===== src/rtl/wb_dec_pkg.sv =====
// Shared types and default memory map for the Wishbone address decoder.
// Slave index 0 is the rightmost element of each packed constant.
package wb_dec_pkg;

    typedef enum logic [1:0] {
        IDLE   = 2'd0,
        ACTIVE = 2'd1,
        DECERR = 2'd2,
        TMOERR = 2'd3
    } dec_state_t;

    localparam int DEF_N_SLAVES = 4;
    localparam int DEF_ADDR_W   = 32;
    localparam int DEF_DATA_W   = 32;
    localparam int DEF_TIMEOUT  = 255;

    // System map: RAM at 0x0000_xxxx, UART 0x1xxx_xxxx, timer 0x2xxx_xxxx, GPIO upper half.
    localparam logic [DEF_N_SLAVES-1:0][DEF_ADDR_W-1:0] DEF_SLAVE_BASE = {
        32'h8000_0000, 32'h2000_0000, 32'h1000_0000, 32'h0000_0000
    };
    localparam logic [DEF_N_SLAVES-1:0][DEF_ADDR_W-1:0] DEF_SLAVE_MASK = {
        32'h8000_0000, 32'hF000_0000, 32'hF000_0000, 32'hFFFF_0000
    };

    localparam int TMO_W = $clog2(DEF_TIMEOUT + 1);

    function automatic int tmo_width(input int timeout);
        return (timeout < 1) ? 1 : $clog2(timeout + 1);
    endfunction

    function automatic int sel_width(input int n_slaves);
        return (n_slaves > 1) ? $clog2(n_slaves) : 1;
    endfunction

endpackage


===== src/rtl/wb_addr_decoder_if.sv =====
// Wishbone B4 classic bus bundle between the upstream master/mux and the decoder.
interface wb_addr_decoder_if #(
    parameter int ADDR_W = 32,
    parameter int DATA_W = 32
);
    logic              cyc;
    logic              stb;
    logic              we;
    logic [ADDR_W-1:0] adr;
    logic [DATA_W-1:0] dat_o;
    logic [DATA_W-1:0] dat_i;
    logic              ack;
    logic              err;
    logic              rty;

    modport master (
        output cyc, stb, we, adr, dat_o,
        input  dat_i, ack, err, rty
    );

    modport slave (
        input  cyc, stb, we, adr, dat_o,
        output dat_i, ack, err, rty
    );

endinterface


===== src/rtl/wb_addr_match.sv =====
// Combinational address compare against every slave window; the lowest
// matching index wins so overlapping windows resolve deterministically.
module wb_addr_match
    import wb_dec_pkg::*;
#(
    parameter int N_SLAVES   = DEF_N_SLAVES,
    parameter int ADDR_W     = DEF_ADDR_W,
    localparam int SEL_W     = sel_width(N_SLAVES)
) (
    input  logic [ADDR_W-1:0]                 i_adr,
    input  logic [N_SLAVES-1:0][ADDR_W-1:0]   i_base,
    input  logic [N_SLAVES-1:0][ADDR_W-1:0]   i_mask,
    output logic                              o_hit,
    output logic [SEL_W-1:0]                  o_idx
);

    always_comb begin
        o_hit = 1'b0;
        o_idx = '0;
        // Walk downwards so a lower index overwrites any higher match.
        for (int i = N_SLAVES - 1; i >= 0; i--) begin
            if ((i_adr & i_mask[i]) == i_base[i]) begin
                o_hit = 1'b1;
                o_idx = SEL_W'(i);
            end
        end
    end

endmodule


===== src/rtl/wb_addr_decoder.sv =====
// Wishbone B4 single-master to N-slave decoder: one-cycle decode, routed
// transfer, and ERR termination of unmapped or stalled accesses.
//
//   state  | meaning
//   IDLE   | no transfer routed; decode ADR on CYC&STB and latch the slave index
//   ACTIVE | selected slave sees CYC/STB live; wait for ACK/ERR/RTY, abort or timeout
//   DECERR | address hit no window; one-cycle ERR upstream
//   TMOERR | selected slave stalled too long; one-cycle ERR upstream
module wb_addr_decoder
    import wb_dec_pkg::*;
#(
    parameter int N_SLAVES = DEF_N_SLAVES,
    parameter int ADDR_W   = DEF_ADDR_W,
    parameter int DATA_W   = DEF_DATA_W,
    parameter logic [N_SLAVES-1:0][ADDR_W-1:0] SLAVE_BASE = DEF_SLAVE_BASE,
    parameter logic [N_SLAVES-1:0][ADDR_W-1:0] SLAVE_MASK = DEF_SLAVE_MASK,
    parameter int TIMEOUT  = DEF_TIMEOUT
) (
    input  logic                         clk,
    input  logic                         rst,
    wb_addr_decoder_if.slave             bus_in,
    output logic [N_SLAVES-1:0]          s_cyc,
    output logic [N_SLAVES-1:0]          s_stb,
    output logic                         s_we,
    output logic [ADDR_W-1:0]            s_adr,
    output logic [DATA_W-1:0]            s_dat_o,
    input  logic [N_SLAVES*DATA_W-1:0]   s_dat_i,
    input  logic [N_SLAVES-1:0]          s_ack,
    input  logic [N_SLAVES-1:0]          s_err,
    input  logic [N_SLAVES-1:0]          s_rty
);

    localparam int SEL_W     = sel_width(N_SLAVES);
    localparam int TMO_CNT_W = tmo_width(TIMEOUT);
    localparam logic [TMO_CNT_W-1:0] TMO_LAST = TMO_CNT_W'(TIMEOUT - 1);
    localparam logic [TMO_CNT_W-1:0] TMO_MAX  = TMO_CNT_W'(TIMEOUT);

    dec_state_t             r_state;
    dec_state_t             w_state_nxt;
    logic [SEL_W-1:0]       r_sel;
    logic [TMO_CNT_W-1:0]   r_tmo_cnt;

    logic                   w_hit;
    logic [SEL_W-1:0]       w_match_idx;
    logic                   w_req;
    logic                   w_sel_resp;
    logic                   w_tmo_hit;
    logic [DATA_W-1:0]      w_slv_dat [N_SLAVES];

    wb_addr_match #(
        .N_SLAVES (N_SLAVES),
        .ADDR_W   (ADDR_W)
    ) u_match (
        .i_adr  (bus_in.adr),
        .i_base (SLAVE_BASE),
        .i_mask (SLAVE_MASK),
        .o_hit  (w_hit),
        .o_idx  (w_match_idx)
    );

    for (genvar g = 0; g < N_SLAVES; g++) begin : g_unpack
        assign w_slv_dat[g] = s_dat_i[g*DATA_W +: DATA_W];
    end

    assign w_req      = bus_in.cyc && bus_in.stb;
    assign w_sel_resp = s_ack[r_sel] || s_err[r_sel] || s_rty[r_sel];
    // Timeout fires on the last stalled cycle, so STB is held exactly TIMEOUT cycles.
    assign w_tmo_hit  = (r_tmo_cnt == TMO_LAST);

    always_ff @(posedge clk) begin
        if (rst) begin
            r_state <= IDLE;
            r_sel   <= '0;
        end else begin
            r_state <= w_state_nxt;
            if (r_state == IDLE && w_req) begin
                r_sel <= w_match_idx;
            end
        end
    end

    always_ff @(posedge clk) begin
        if (rst) begin
            r_tmo_cnt <= '0;
        end else if (r_state == ACTIVE && bus_in.cyc && !w_sel_resp) begin
            if (r_tmo_cnt != TMO_MAX) begin
                r_tmo_cnt <= r_tmo_cnt + 1'b1;
            end
        end else begin
            r_tmo_cnt <= '0;
        end
    end

    always_comb begin
        w_state_nxt  = r_state;
        s_cyc        = '0;
        s_stb        = '0;
        s_we         = 1'b0;
        s_adr        = '0;
        s_dat_o      = '0;
        bus_in.dat_i = '0;
        bus_in.ack   = 1'b0;
        bus_in.err   = 1'b0;
        bus_in.rty   = 1'b0;

        case (r_state)
            IDLE: begin
                if (w_req) begin
                    w_state_nxt = w_hit ? ACTIVE : DECERR;
                end
            end

            ACTIVE: begin
                s_cyc[r_sel] = bus_in.cyc;
                s_stb[r_sel] = bus_in.stb;
                s_we         = bus_in.we;
                s_adr        = bus_in.adr;
                s_dat_o      = bus_in.dat_o;
                bus_in.dat_i = w_slv_dat[r_sel];
                // A master abort suppresses any late slave response.
                if (bus_in.cyc) begin
                    bus_in.ack = s_ack[r_sel];
                    bus_in.err = s_err[r_sel];
                    bus_in.rty = s_rty[r_sel];
                end

                if (!bus_in.cyc) begin
                    w_state_nxt = IDLE;
                end else if (w_sel_resp) begin
                    w_state_nxt = IDLE;
                end else if (w_tmo_hit) begin
                    w_state_nxt = TMOERR;
                end
            end

            DECERR, TMOERR: begin
                bus_in.err  = 1'b1;
                w_state_nxt = IDLE;
            end

            default: begin
                w_state_nxt = IDLE;
            end
        endcase
    end

    a_one_stb: assert property (@(posedge clk) disable iff (rst) $onehot0(s_stb));

endmodule


===== src/flat_wrapper.sv =====
// flat-port wrapper written by rule: the top's interface ports become plain ports
module wb_addr_decoder_flat import wb_dec_pkg::*;
#(
    parameter int N_SLAVES = DEF_N_SLAVES,
    parameter int ADDR_W   = DEF_ADDR_W,
    parameter int DATA_W   = DEF_DATA_W,
    parameter logic [N_SLAVES-1:0][ADDR_W-1:0] SLAVE_BASE = DEF_SLAVE_BASE,
    parameter logic [N_SLAVES-1:0][ADDR_W-1:0] SLAVE_MASK = DEF_SLAVE_MASK,
    parameter int TIMEOUT  = DEF_TIMEOUT
)
  (clk, rst, s_cyc, s_stb, s_we, s_adr, s_dat_o, s_dat_i, s_ack, s_err, s_rty, bus_in_cyc, bus_in_stb, bus_in_we, bus_in_adr, bus_in_dat_o, bus_in_dat_i, bus_in_ack, bus_in_err, bus_in_rty);
  wb_addr_decoder_if #(.ADDR_W(ADDR_W), .DATA_W(DATA_W)) bus_in_i ();
  input  logic clk;
  input  logic rst;
  output logic [N_SLAVES-1:0] s_cyc;
  output logic [N_SLAVES-1:0] s_stb;
  output logic s_we;
  output logic [ADDR_W-1:0] s_adr;
  output logic [DATA_W-1:0] s_dat_o;
  input  logic [N_SLAVES*DATA_W-1:0] s_dat_i;
  input  logic [N_SLAVES-1:0] s_ack;
  input  logic [N_SLAVES-1:0] s_err;
  input  logic [N_SLAVES-1:0] s_rty;
  input wire logic [$bits(bus_in_i.cyc)-1:0] bus_in_cyc;
  input wire logic [$bits(bus_in_i.stb)-1:0] bus_in_stb;
  input wire logic [$bits(bus_in_i.we)-1:0] bus_in_we;
  input wire logic [$bits(bus_in_i.adr)-1:0] bus_in_adr;
  input wire logic [$bits(bus_in_i.dat_o)-1:0] bus_in_dat_o;
  output wire logic [$bits(bus_in_i.dat_i)-1:0] bus_in_dat_i;
  output wire logic [$bits(bus_in_i.ack)-1:0] bus_in_ack;
  output wire logic [$bits(bus_in_i.err)-1:0] bus_in_err;
  output wire logic [$bits(bus_in_i.rty)-1:0] bus_in_rty;
  assign bus_in_i.cyc = bus_in_cyc;
  assign bus_in_i.stb = bus_in_stb;
  assign bus_in_i.we = bus_in_we;
  assign bus_in_i.adr = bus_in_adr;
  assign bus_in_i.dat_o = bus_in_dat_o;
  assign bus_in_dat_i = bus_in_i.dat_i;
  assign bus_in_ack = bus_in_i.ack;
  assign bus_in_err = bus_in_i.err;
  assign bus_in_rty = bus_in_i.rty;
  wb_addr_decoder #(.N_SLAVES(N_SLAVES), .ADDR_W(ADDR_W), .DATA_W(DATA_W), .SLAVE_BASE(SLAVE_BASE), .SLAVE_MASK(SLAVE_MASK), .TIMEOUT(TIMEOUT)) u_core (.clk(clk), .rst(rst), .bus_in(bus_in_i), .s_cyc(s_cyc), .s_stb(s_stb), .s_we(s_we), .s_adr(s_adr), .s_dat_o(s_dat_o), .s_dat_i(s_dat_i), .s_ack(s_ack), .s_err(s_err), .s_rty(s_rty));
endmodule

===== config.mk =====
export PLATFORM = sky130hd
export DESIGN_NAME = wb_addr_decoder_flat
export DESIGN_NICKNAME = d
export VERILOG_FILES = /design/src/rtl/wb_dec_pkg.sv /design/src/rtl/wb_addr_decoder_if.sv /design/src/rtl/wb_addr_match.sv /design/src/rtl/wb_addr_decoder.sv /design/src/flat_wrapper.sv
export SDC_FILE = /design/constraint.sdc
export NUM_CORES = 1
export LEC_CHECK = 0
export ABC_CLOCK_PERIOD_IN_PS = 1870
export BUFFER_PORTS_ARGS = -buffer_cell sky130_fd_sc_hd__buf_4
export CAP_MARGIN = 25
export CELL_PAD_IN_SITES_DETAIL_PLACEMENT = 1
export CELL_PAD_IN_SITES_GLOBAL_PLACEMENT = 1
export CORE_MARGIN = 4
export CORE_UTILIZATION = 17
export DETAILED_ROUTE_END_ITERATION = 10
export HOLD_SLACK_MARGIN = 0.06
export PLACE_DENSITY_LB_ADDON = 0.1
export SLEW_MARGIN = 20
export SYNTH_ARGS = -nofsm -noshare
export SYNTH_HDL_FRONTEND = slang
export SYNTH_SLANG_ARGS = --single-unit

===== constraint.sdc =====
create_clock -name clk -period 1.87 [get_ports clk]
set_input_delay 0.2805 -clock clk [delete_from_list [all_inputs] [get_ports clk]]
set_output_delay 0.2805 -clock clk [all_outputs]
set_load 0.005 [all_outputs]

-- After elaboration in Yosys (flattened, before gate mapping)
Cells that the tools add are included.
- bits in registers: 12
- logic and storage cells: 70
- reduce and logical (&&, ||, !) cells: 13
- equal/unequal tests: 9
- $add $sub $neg: 1
- bitwise logic cells: 4
- multiplexer cells: 37
- order comparisons: 3
- operator list (kind ; number):
    $mux W32 ; 5
    $bmux W32 S2 ; 1
    $logic_not A32 Y1 ; 1
    $mux W2 ; 9
    $mux W1 ; 14
    $add A8 B1 Y8 const B ; 1
    $and A4 B4 Y4 ; 2
    $eq A8 B8 Y1 const B ; 1
    $mux W4 ; 2
    $ne A8 B8 Y1 const B ; 1
    $bmux W1 S2 ; 3
    $pmux W2 S3 ; 1
    $logic_and A1 B1 Y1 ; 5
    $eq A2 B2 Y1 const B ; 2
    $eq A4 B1 Y1 const B ; 1
    $eq A4 B2 Y1 const B ; 1
    $ne A4 B2 Y1 const B ; 1
    $reduce_or A2 Y1 ; 2
    $ge A3 B3 Y1 const B ; 1
    $lt A2 B3 Y1 const B ; 1
    $not A2 Y3 ; 1
    $demux W1 S2 ; 1
    $eq A2 B1 Y1 const B ; 1
    $ge A2 B1 Y1 const B ; 1
    7 further kinds ; 8

-- Longest topological paths before layout
Gate-level depths: netlist of the first run.
- depth in word-level cells: 8
- depth in mapped cells: 5

-- By module
From an unflattened synthesis of the first run, not the netlist that was laid out.
- cell total of the unflattened synthesis: 587
- area, all modules: 4616.9 µm²
- by module, submodules not included (module ; sequential area each (µm²) ; area an instance (µm²) ; times used ; cells an instance):
    wb_addr_match ; 0.0 ; 2397.3 ; 1 ; 351
    wb_addr_decoder ; 240.2 ; 2219.6 ; 1 ; 236

-- Worst setup path before layout of the first run
Ideal clock, no wire load.
- kind: register to output
- from: reg u_core.r_sel[0]
- to: out bus_in_dat_i[10]
- cell stages (with the launch flop): 6
- slack: -0.019 ns
- data required time: 1.590 ns
- path buffers: 3
- arrival time: 1.609 ns
- path through: dfxtp_1 -> buf_6 -> buf_4 -> buf_2 -> mux4_2 -> and2_1
- word-level cells in the longest chain between the ends: 5
- RTL lines (item ; line ; source):
    start, declared ; wb_addr_decoder.sv:40 ; logic [SEL_W-1:0] r_sel;
    start signal, assigned ; wb_addr_decoder.sv:77 ; r_sel <= w_match_idx;
    $not A2 Y3 (not written as such) ; wb_addr_decoder.sv:119 ; bus_in.dat_i = w_slv_dat[r_sel];
    $bmux W32 S2 ; wb_addr_decoder.sv:119 ;
    $mux W32 (not written as such) (2 in series) ; wb_addr_decoder.sv:119 ;
    $mux W32 ; wb_addr_decoder.sv:106 ; case (r_state)
    end, declared ; flat_wrapper.sv:29 ; output wire logic [$bits(bus_in_i.dat_i)-1:0] bus_in_dat_i;
Every way passes these cells. The select of a mux whose other input is x is not followed.

-- Worst setup path in the final report of the first run
- from: reg u_core.r_sel[0]
- to: out bus_in_err
- word-level cells in the longest chain between the ends: 4
- RTL lines (item ; line ; source):
    $bmux W1 S2 ; wb_addr_decoder.sv:123 ; bus_in.err = s_err[r_sel];
    $mux W1 (not written as such) ; wb_addr_decoder.sv:123 ;
    $mux W1 ; wb_addr_decoder.sv:121 ; if (bus_in.cyc) begin
    $pmux W1 S2 ; wb_addr_decoder.sv:106 ;
    end, declared ; flat_wrapper.sv:31 ; output wire logic [$bits(bus_in_i.err)-1:0] bus_in_err;
Every way passes these cells. The select of a mux whose other input is x is not followed.

==> results.json, run 1 <==
{
  "outcome": "finished, violations left",
  "violations": "negative setup slack",
  "cpMaxStageDelayCell": "mux4_2",
  "grt_usage": 0.191,
  "ys_seq_area_frac": 0.109,
  "grt-ovfl-total": 0,
  "multi_input_area_mm2": 0.00200,
  "slew_headroom": 0.668,
  "final_area_mm2": 0.00525,
  "floorplan.rows": 41,
  "leakagePower_nw": 2.51,
  "arrival_ns": 1.68,
  "postCtsHoldBufs": 0,
  "path_buf_inv": 2,
  "synth_nets": 457,
  "antenna_found_initial": 1,
  "cts_buffer_depth": 2,
  "hold_class": "primary input to flop",
  "cts_made_buffers": 3,
  "dieArea_mm2": 0.0149,
  "drtPass1Iterations": 4,
  "ant_nets": 0,
  "synth_warnings": 0,
  "synth_seq_cells": 12,
  "min_period_ns": 1.96,
  "dpl_cell_area_mm2": 0.00486,
  "coreArea_mm2": 0.0127,
  "crit_chain": "buf_4 -> mux4_2 -> a31o_4 -> buf_6",
  "endpoint_kind": "output pin",
  "required_ns": 1.59,
  "synth_cells": 246,
  "final-setup-viol-count": 38,
  "fp.dieW_um": 122,
  "dpl.cell_count": 724,
  "crit_path_start_kind": "flop",
  "wirelength_um": 15500,
  "grt_pass1_wl_um": 21500,
  "crit_type": "flop to output pin",
  "start_util": 0.174,
  "first_global_vias": 3389,
  "clock-sinks": 12,
  "regArea_um2": 246,
  "clock_latency_ns": 0.24,
  "fin_crit_sh": 1.05,
  "htree_levels": 1,
  "wire_per_inst_um": 21.1,
  "layout.nets": 776,
  "slew_viol_final": 0,
  "die_h_um": 122,
  "route.detailed.drc": 0,
  "setup_ws_ns": -0.0867,
  "rsz0062_at_grt": "yes",
  "dr.first_iter.drc_count": 83,
  "port_buffers": 316,
  "grt_max_degree": 71,
  "synth.avg_cell_area_um2": 8.98,
  "maxCapViolations": 0,
  "hold_viol_final": 0,
  "final_layout_size_suffix_gt1_frac": 0.726,
  "cts_tree": "yes",
  "fillers": 1509,
  "cts_root_buffer": "clkbuf_16",
  "max_freq_mhz": 511,
  "synth_cell_type_count": 34,
  "finalClockSkew_ns": 0.00252,
  "stdcell_count": 735,
  "clk_pin_slew_ns": 0.04,
  "gp_congestion": 0.829,
  "finalPower_mw": 1.64,
  "syn_area_mm2": 0.00221,
  "whs_ns": 0.253,
  "n_antenna_cell": 0,
  "cpPeakStageDelay_ns": 0.55,
  "cp_max_fo": 5,
  "p_per_area_mw_per_mm2": 312,
  "dp_hpwl_um": 13300,
  "path_delay_family": "multiplexers",
  "avgViaCountPerCell": 4.39,
  "ios": 317,
  "worstMarginPinSlew_ns": 0.497,
  "vdd_drop_max_mv": 0.494,
  "via_count": 3223,
  "area_delta_synth_final_pct": 138
}
metrics by stage:
step,utilization,setup WS (ns),setup TNS [ns]
floorplan,-,-0.0195,-0.389
global placement,0.383,0.0888,0
detailed placement,0.383,0.0147,0
CTS,0.402,-0.116,-3.08
global route,0.414,-0.126,-3.86
finish,0.414,-0.0867,-1.38
cell type report:
type	instances	area share
multi-input combinational	212	0.380
tap	172	0.0410
inverter	2	0.00143
sequential	12	0.0469
clock buffer	3	0.0143
timing repair buffer	334	0.516
cells by family after synthesis:
group           share of synthesized area
simple gates                        0.409
xor+xnor                           0.0119
compound gates                     0.0561
fa+ha+maj                          0.0113
mux                                 0.357
buf+inv                            0.0459
flops                               0.109
cells in the mapped netlist, drive strengths merged:
library cell,number,area (µm²)
a31oi,2,12.5
ha,2,25.0
nand3,4,20.0
and2,97,607
inv,2,7.51
a211oi,6,45.0
mux4,35,788
a311oi,1,8.76
a32o,1,10.0
nor2b,3,18.8
nor4,3,33.8
buf,6,37.5
nand3b,1,7.51
clkbuf,15,56.3
dfxtp,12,240
nor3,10,50.1
nor3b,2,15.0
a21oi,5,25.0
nand2,8,30.0
xnor2,2,17.5
a31o,1,8.76
or4,2,15.0
o21ai,2,13.8
xor2,1,8.76
and4,1,8.76
nor2,16,60.1
and3,3,18.8
nand2b,2,12.5
nand4,1,6.26
what timing repair did:
item | in CTS | in global routing
resized for setup | 34 | 32
setup endpoints to repair | 34 | 42
cloned | 1 | 2
pin swaps | 4 | 8
setup buffers | 2 | 4
layout by cell type, fill, tap and decap left out, types with 2 or more instances in the layout:
cell,count
ha_1,2
clkbuf_16,4
a21oi_1,5
nor4_1,2
a211oi_2,3
dfxtp_2,2
and2_1,76
nor3_2,2
nand2b_1,2
nand2_1,8
xnor2_1,2
and3_1,3
buf_12,6
inv_1,2
a31oi_1,2
or4_1,2
buf_6,27
buf_4,299
dfxtp_1,9
mux4_2,35
nor2_1,16
and2_4,21
a211oi_1,3
nor3_1,8
nor2b_4,3
nand3_1,4
flip-flops by register name (all words and copies together), names as in the netlist:
name,count
u_core.r_state,2
u_core.r_sel,2
u_core.r_tmo_cnt,8
per-layer routing:
metal  GRT usage  share of wire  up-vias  wire [µm]
met3      0.0529          0.086       16       1330
li1            -              -     1527          -
met2       0.370           0.56      133       8640
met5           0        0.00045        -          7
met1       0.209           0.34     1545       5260
met4      0.0301          0.016        2        246
worst reg2reg max path: cells and delay by family (launching register included):
kind / cells / cell delay (ns)
simple gates: 1 / 0.43
compound gates: 2 / 0.34
flops: 1 / 0.38
mux: 1 / 0.55
buf+inv: 1 / 0.13
final timing paths:
path                                     startpoint                  end  slack, ns  cells past startpoint
worst min register to register  u_core.r_tmo_cnt[4]  u_core.r_tmo_cnt[4]       0.53                      2
worst max register to register      u_core.r_sel[0]  u_core.r_tmo_cnt[1]      -0.04                      5
worst max-delay path                u_core.r_sel[0]           bus_in_err      -0.09                      4
worst min-delay path                            rst      u_core.r_sel[0]       0.25                      2
power by group:
| group | total [mW] | switching [mW] | leakage (nW) | internal [mW] |
|---|---|---|---|---|
| sequential | 0.276 | 0.0131 | 0.0986 | 0.263 |
| clock | 0.390 | 0.111 | 0.0370 | 0.279 |
| combinational | 0.973 | 0.306 | 2.37 | 0.667 |
| total | 1.64 | 0.430 | 2.51 | 1.21 |
No activity file was read; power rests on OpenSTA's default activity.
==> run 2, diff against run 1 <==
ABC_CLOCK_PERIOD_IN_PS = 2400   (was 1870)
CORE_AREA = 4 4 120 122   (was unset)
CORE_MARGIN = unset   (was 4)
CORE_UTILIZATION = unset   (was 17)
DIE_AREA = 0 0 124 126   (was unset)
TNS_END_PERCENT = 1   (was unset)
clock period = 2.4 ns   (was 1.87 ns; I/O delays follow)
==> results.json, run 2 (synthesis results as in run 1) <==
{
  "outcome": "complete, no violations",
  "p_per_area_mw_per_mm2": 244,
  "crit_path_start_kind": "flop",
  "endpoint_kind": "output pin",
  "min_period_ns": 2.15,
  "vdd_drop_max_mv": 0.376,
  "n_antenna_cell": 0,
  "grt_max_degree": 49,
  "grt-ovfl-total": 0,
  "final-setup-viol-count": 0,
  "clk_pin_slew_ns": 0.04,
  "ios": 317,
  "crit_chain": "buf_12 -> mux4_2 -> nor2b_1 -> buf_4",
  "area_delta_synth_final_pct": 121,
  "fin_crit_sh": 0.897,
  "start_util": 0.167,
  "finalClockSkew_ns": 0.000916,
  "cts_made_buffers": 3,
  "hold_viol_final": 0,
  "largest_reg_flops": 8,
  "postCtsHoldBufs": 0,
  "crit_type": "flop to output pin",
  "layout.nets": 764,
  "slew_headroom": 0.684,
  "dp_hpwl_um": 13100,
  "final_layout_size_suffix_gt1_frac": 0.666,
  "cpMaxStageDelayCell": "mux4_2",
  "cp_max_fo": 25,
  "drtPass1Iterations": 4,
  "antenna_found_initial": 0,
  "rsz0062_at_grt": "no",
  "wire_per_inst_um": 20.5,
  "route.detailed.drc": 0,
  "cts_root_buffer": "clkbuf_16",
  "gp_congestion": 0.826,
  "maxCapViolations": 0,
  "required_ns": 2.04,
  "cts_buffer_depth": 2,
  "port_buffers": 316,
  "dieArea_mm2": 0.0156,
  "fp.dieW_um": 124,
  "reg2regPathDepth": 5,
  "arrival_ns": 1.79,
  "fin_tns_setup_ns": 0,
  "finalPower_mw": 1.19,
  "via_count": 3155,
  "top_regs": "u_core.r_tmo_cnt: 8 flops, u_core.r_sel: 2 flops, u_core.r_state: 2 flops",
  "post_cts_buffers": 0,
  "die_h_um": 126,
  "coreArea_mm2": 0.0132,
  "cts_tree": "yes",
  "registers.top_by_ff_count": "u_core.r_tmo_cnt",
  "final_cell_mix": "321 x buf_4, 97 x and2_1, 35 x mux4_2",
  "ant_nets": 0,
  "max_freq_mhz": 464,
  "hold_class": "primary input to flop",
  "dr.first_iter.drc_count": 109,
  "wirelength_um": 14900,
  "htree_levels": 1,
  "grt_usage": 0.175,
  "clock_latency_ns": 0.24,
  "layout_commonest_cell": "buf_4",
  "slew_viol_final": 0,
  "fillers": 1585,
  "leakagePower_nw": 2.36,
  "clock-sinks": 12,
  "worstMarginPinSlew_ns": 0.473,
  "cts-resized-gates": 0,
  "floorplan.rows": 42,
  "cpPeakStageDelay_ns": 0.58,
  "first_global_vias": 3310,
  "grt_pass1_wl_um": 20800,
  "avgViaCountPerCell": 4.34,
  "hold-path-cell-count": 2
}
run 2: changes by cell type in the layout (fill, tap and decap cells not counted), sizes merged:
cell / previous run / this run
o21ai: 3 / 2
clkbuf: 4 / 3
buf: 333 / 323
run 2: critical path, delay by kind of cell, from the launching register on:
family        cells  cell delay [ns]
mux               1             0.58
flops             1             0.41
buf+inv           2             0.40
simple gates      1             0.17
run 2: through the flow:
step	area, µm²	setup WS, ns	util	hold slack (ns)	std cells
after floorplan	2210	0.431	-	0.433	246
after global placement	4790	0.477	0.363	0.503	724
after detailed placement	4790	0.431	0.363	0.512	724
after CTS	4870	0.210	0.369	0.321	727
after global routing	4870	0.145	0.369	0.321	727
final	4870	0.246	0.369	0.328	727
run 2: cell type report:
type | instances | area [µm²] | area share
repair buffers | 323 | 2450 | 0.503
multi-input cells | 211 | 1870 | 0.385
flip-flops and latches | 12 | 243 | 0.0498
well taps | 176 | 220 | 0.0452
clock buffers | 3 | 75.1 | 0.0154
inverters | 2 | 7.51 | 0.00154
run 2: final timing paths:
check                       start                   to  slack (ns)
setup / recovery  u_core.r_sel[0]           bus_in_ack        0.25
hold / removal                rst      u_core.r_sel[1]        0.33
setup reg to reg  u_core.r_sel[0]  u_core.r_tmo_cnt[7]        0.47
hold reg to reg   u_core.r_sel[1]      u_core.r_sel[1]        0.52
run 2: metal layers:
metal	GRT usage	vias up	share of wire	wire length (µm)
met5	0	-	0	0
met4	0.0213	0	0.011	166
met3	0.0583	10	0.11	1600
met2	0.339	136	0.54	8080
met1	0.184	1505	0.34	5030
li1	-	1504	-	-
run 2: power by group:
group / internal (mW) / switching [mW] / total, mW
registers: 0.205 / 0.00724 / 0.212
logic: 0.459 / 0.217 / 0.676
clock network: 0.217 / 0.0817 / 0.298
==> run 3, diff against run 2 <==
ABC_CLOCK_PERIOD_IN_PS = 2200   (was 2400)
clock period = 2.2 ns   (was 2.4 ns; I/O delays follow)
==> results.json, run 3 (synthesis results as in run 1) <==
{
  "outcome": "complete, no violations",
  "finalPower_mw": 1.35,
  "hold_viol_final": 0,
  "rsz0062_at_grt": "no",
  "layout_commonest_cell": "buf_4",
  "drtPass1Iterations": 4,
  "clock-sinks": 12,
  "floorplan.rows": 42,
  "crit_chain": "buf_12 -> mux4_2 -> nor2b_1 -> buf_4",
  "grt-ovfl-total": 0,
  "fin_tns_setup_ns": 0,
  "start_util": 0.167,
  "cpMaxStageDelayCell": "mux4_2",
  "wirelength_um": 15100,
  "ant_nets": 0,
  "max_freq_mhz": 479,
  "finalClockSkew_ns": 0.00321,
  "avgViaCountPerCell": 4.28,
  "coreArea_mm2": 0.0132,
  "ios": 317,
  "cts_tree": "yes",
  "arrival_ns": 1.76,
  "dieArea_mm2": 0.0156,
  "die_h_um": 126,
  "grt_usage": 0.178,
  "dr.first_iter.drc_count": 102,
  "grt_max_degree": 96,
  "crit_type": "flop to output pin",
  "top_regs": "u_core.r_tmo_cnt: 8 flops, u_core.r_sel: 2 flops, u_core.r_state: 2 flops",
  "final-setup-viol-count": 0,
  "clock_latency_ns": 0.24,
  "dpl.cell_count": 722,
  "post_cts_buffers": 0,
  "slew_headroom": 0.693,
  "via_count": 3112,
  "maxCapViolations": 0,
  "postCtsHoldBufs": 0,
  "cts_root_buffer": "clkbuf_16",
  "crit_path_start_kind": "flop",
  "vdd_drop_max_mv": 0.257,
  "cp_max_fo": 12,
  "antenna_found_initial": 0,
  "min_period_ns": 2.09,
  "cts_made_buffers": 3,
  "required_ns": 1.87,
  "first_global_vias": 3290,
  "dp_hpwl_um": 13100,
  "switching_share": 0.257,
  "fp.dieW_um": 124,
  "p_seq_frac": 0.175,
  "largest_reg_flops": 8,
  "whs_ns": 0.291,
  "path_delay_family": "multiplexers",
  "fin_util": 0.372,
  "area_delta_synth_final_pct": 122,
  "layout.nets": 763,
  "gp_congestion": 0.845,
  "path_buf_inv": 2,
  "final_cell_mix": "317 x buf_4, 97 x and2_1, 35 x mux4_2",
  "p_per_area_mw_per_mm2": 275,
  "fin_crit_sh": 0.948,
  "wire_per_inst_um": 20.8,
  "hold_class": "primary input to flop",
  "cts_buffer_depth": 2,
  "share_comb_of_total_power": 0.548,
  "leakagePower_nw": 2.37,
  "final_layout_size_suffix_gt1_frac": 0.666,
  "p_clk_frac": 0.277,
  "cpPeakStageDelay_ns": 0.56,
  "n_antenna_cell": 0,
  "p_sw_uw": 348,
  "endpoint_kind": "output pin",
  "slew_viol_final": 0,
  "registers.top_by_ff_count": "u_core.r_tmo_cnt",
  "route.detailed.drc": 0,
  "worstMarginPinSlew_ns": 0.457,
  "htree_levels": 1,
  "clk_pin_slew_ns": 0.04,
  "grt_pass1_wl_um": 20900,
  "stdcell_count": 727,
  "internal-power_mw": 1.01,
  "port_buffers": 316
}
==> run 3: cell types whose count changed in the layout (fill, tap and decap cells not counted) <==
| cell | change |
|---|---|
| dfxtp_2 | -1 |
| dfxtp_4 | +1 |
| buf_4 | -4 |
| buf_6 | +1 |
| buf_12 | +1 |
| clkbuf_8 | +1 |
| clkbuf_16 | +1 |
==> run 3: what timing repair did <==
action / in CTS / in global routing
gates resized for setup: 0 / 2
endpoints found under the setup margin: 0 / 13
endpoints found under the hold margin: 0 / 0
==> run 3: final cells by class <==
type	instances	area [µm²]
multi-input cells	211	1870
inverters	2	7.51
repair buffers	322	2480
clock buffers	4	88.8
fillers	1594	8280
flip-flops and latches	12	245
well taps	176	220
==> run 3: path summary, 6_finish.rpt <==
path              slack [ns]                  end                start  depth (start not counted)
hold / removal          0.29      u_core.r_sel[0]                  rst                          2
setup reg to reg        0.33  u_core.r_tmo_cnt[7]      u_core.r_sel[0]                          5
setup / recovery        0.11           bus_in_ack      u_core.r_sel[0]                          4
hold reg to reg         0.52  u_core.r_tmo_cnt[6]  u_core.r_tmo_cnt[6]                          2
==> run 3: stage by stage <==
step | area (µm²) | worst slack [ns]
6_report | 4910 | 0.114
5_1_grt | 4910 | 0.0464
4_1_cts | 4880 | 0.00326
3_5_place_dp | 4790 | 0.217
3_3_place_gp | 4790 | 0.258
2_1_floorplan | 2210 | 0.261
==> run 3: power groups by stage <==
stage,clock network [mW],logic (mW),registers [mW]
final,0.375,0.741,0.237
after global routing,0.397,0.804,0.238
after CTS,0.389,0.748,0.235
after detailed placement,0,0.746,0.239
after global placement,0,0.732,0.239
after floorplan,0,0.289,0.231
==> run 3: routing by layer <==
| layer | up-vias | track usage | part of all wire |
|---|---|---|---|
| li1 | 1501 | - | - |
| met1 | 1449 | 0.183 | 0.33 |
| met2 | 145 | 0.345 | 0.54 |
| met3 | 17 | 0.0556 | 0.11 |
| met4 | 0 | 0.0374 | 0.018 |
| met5 | - | 0 | 0 |
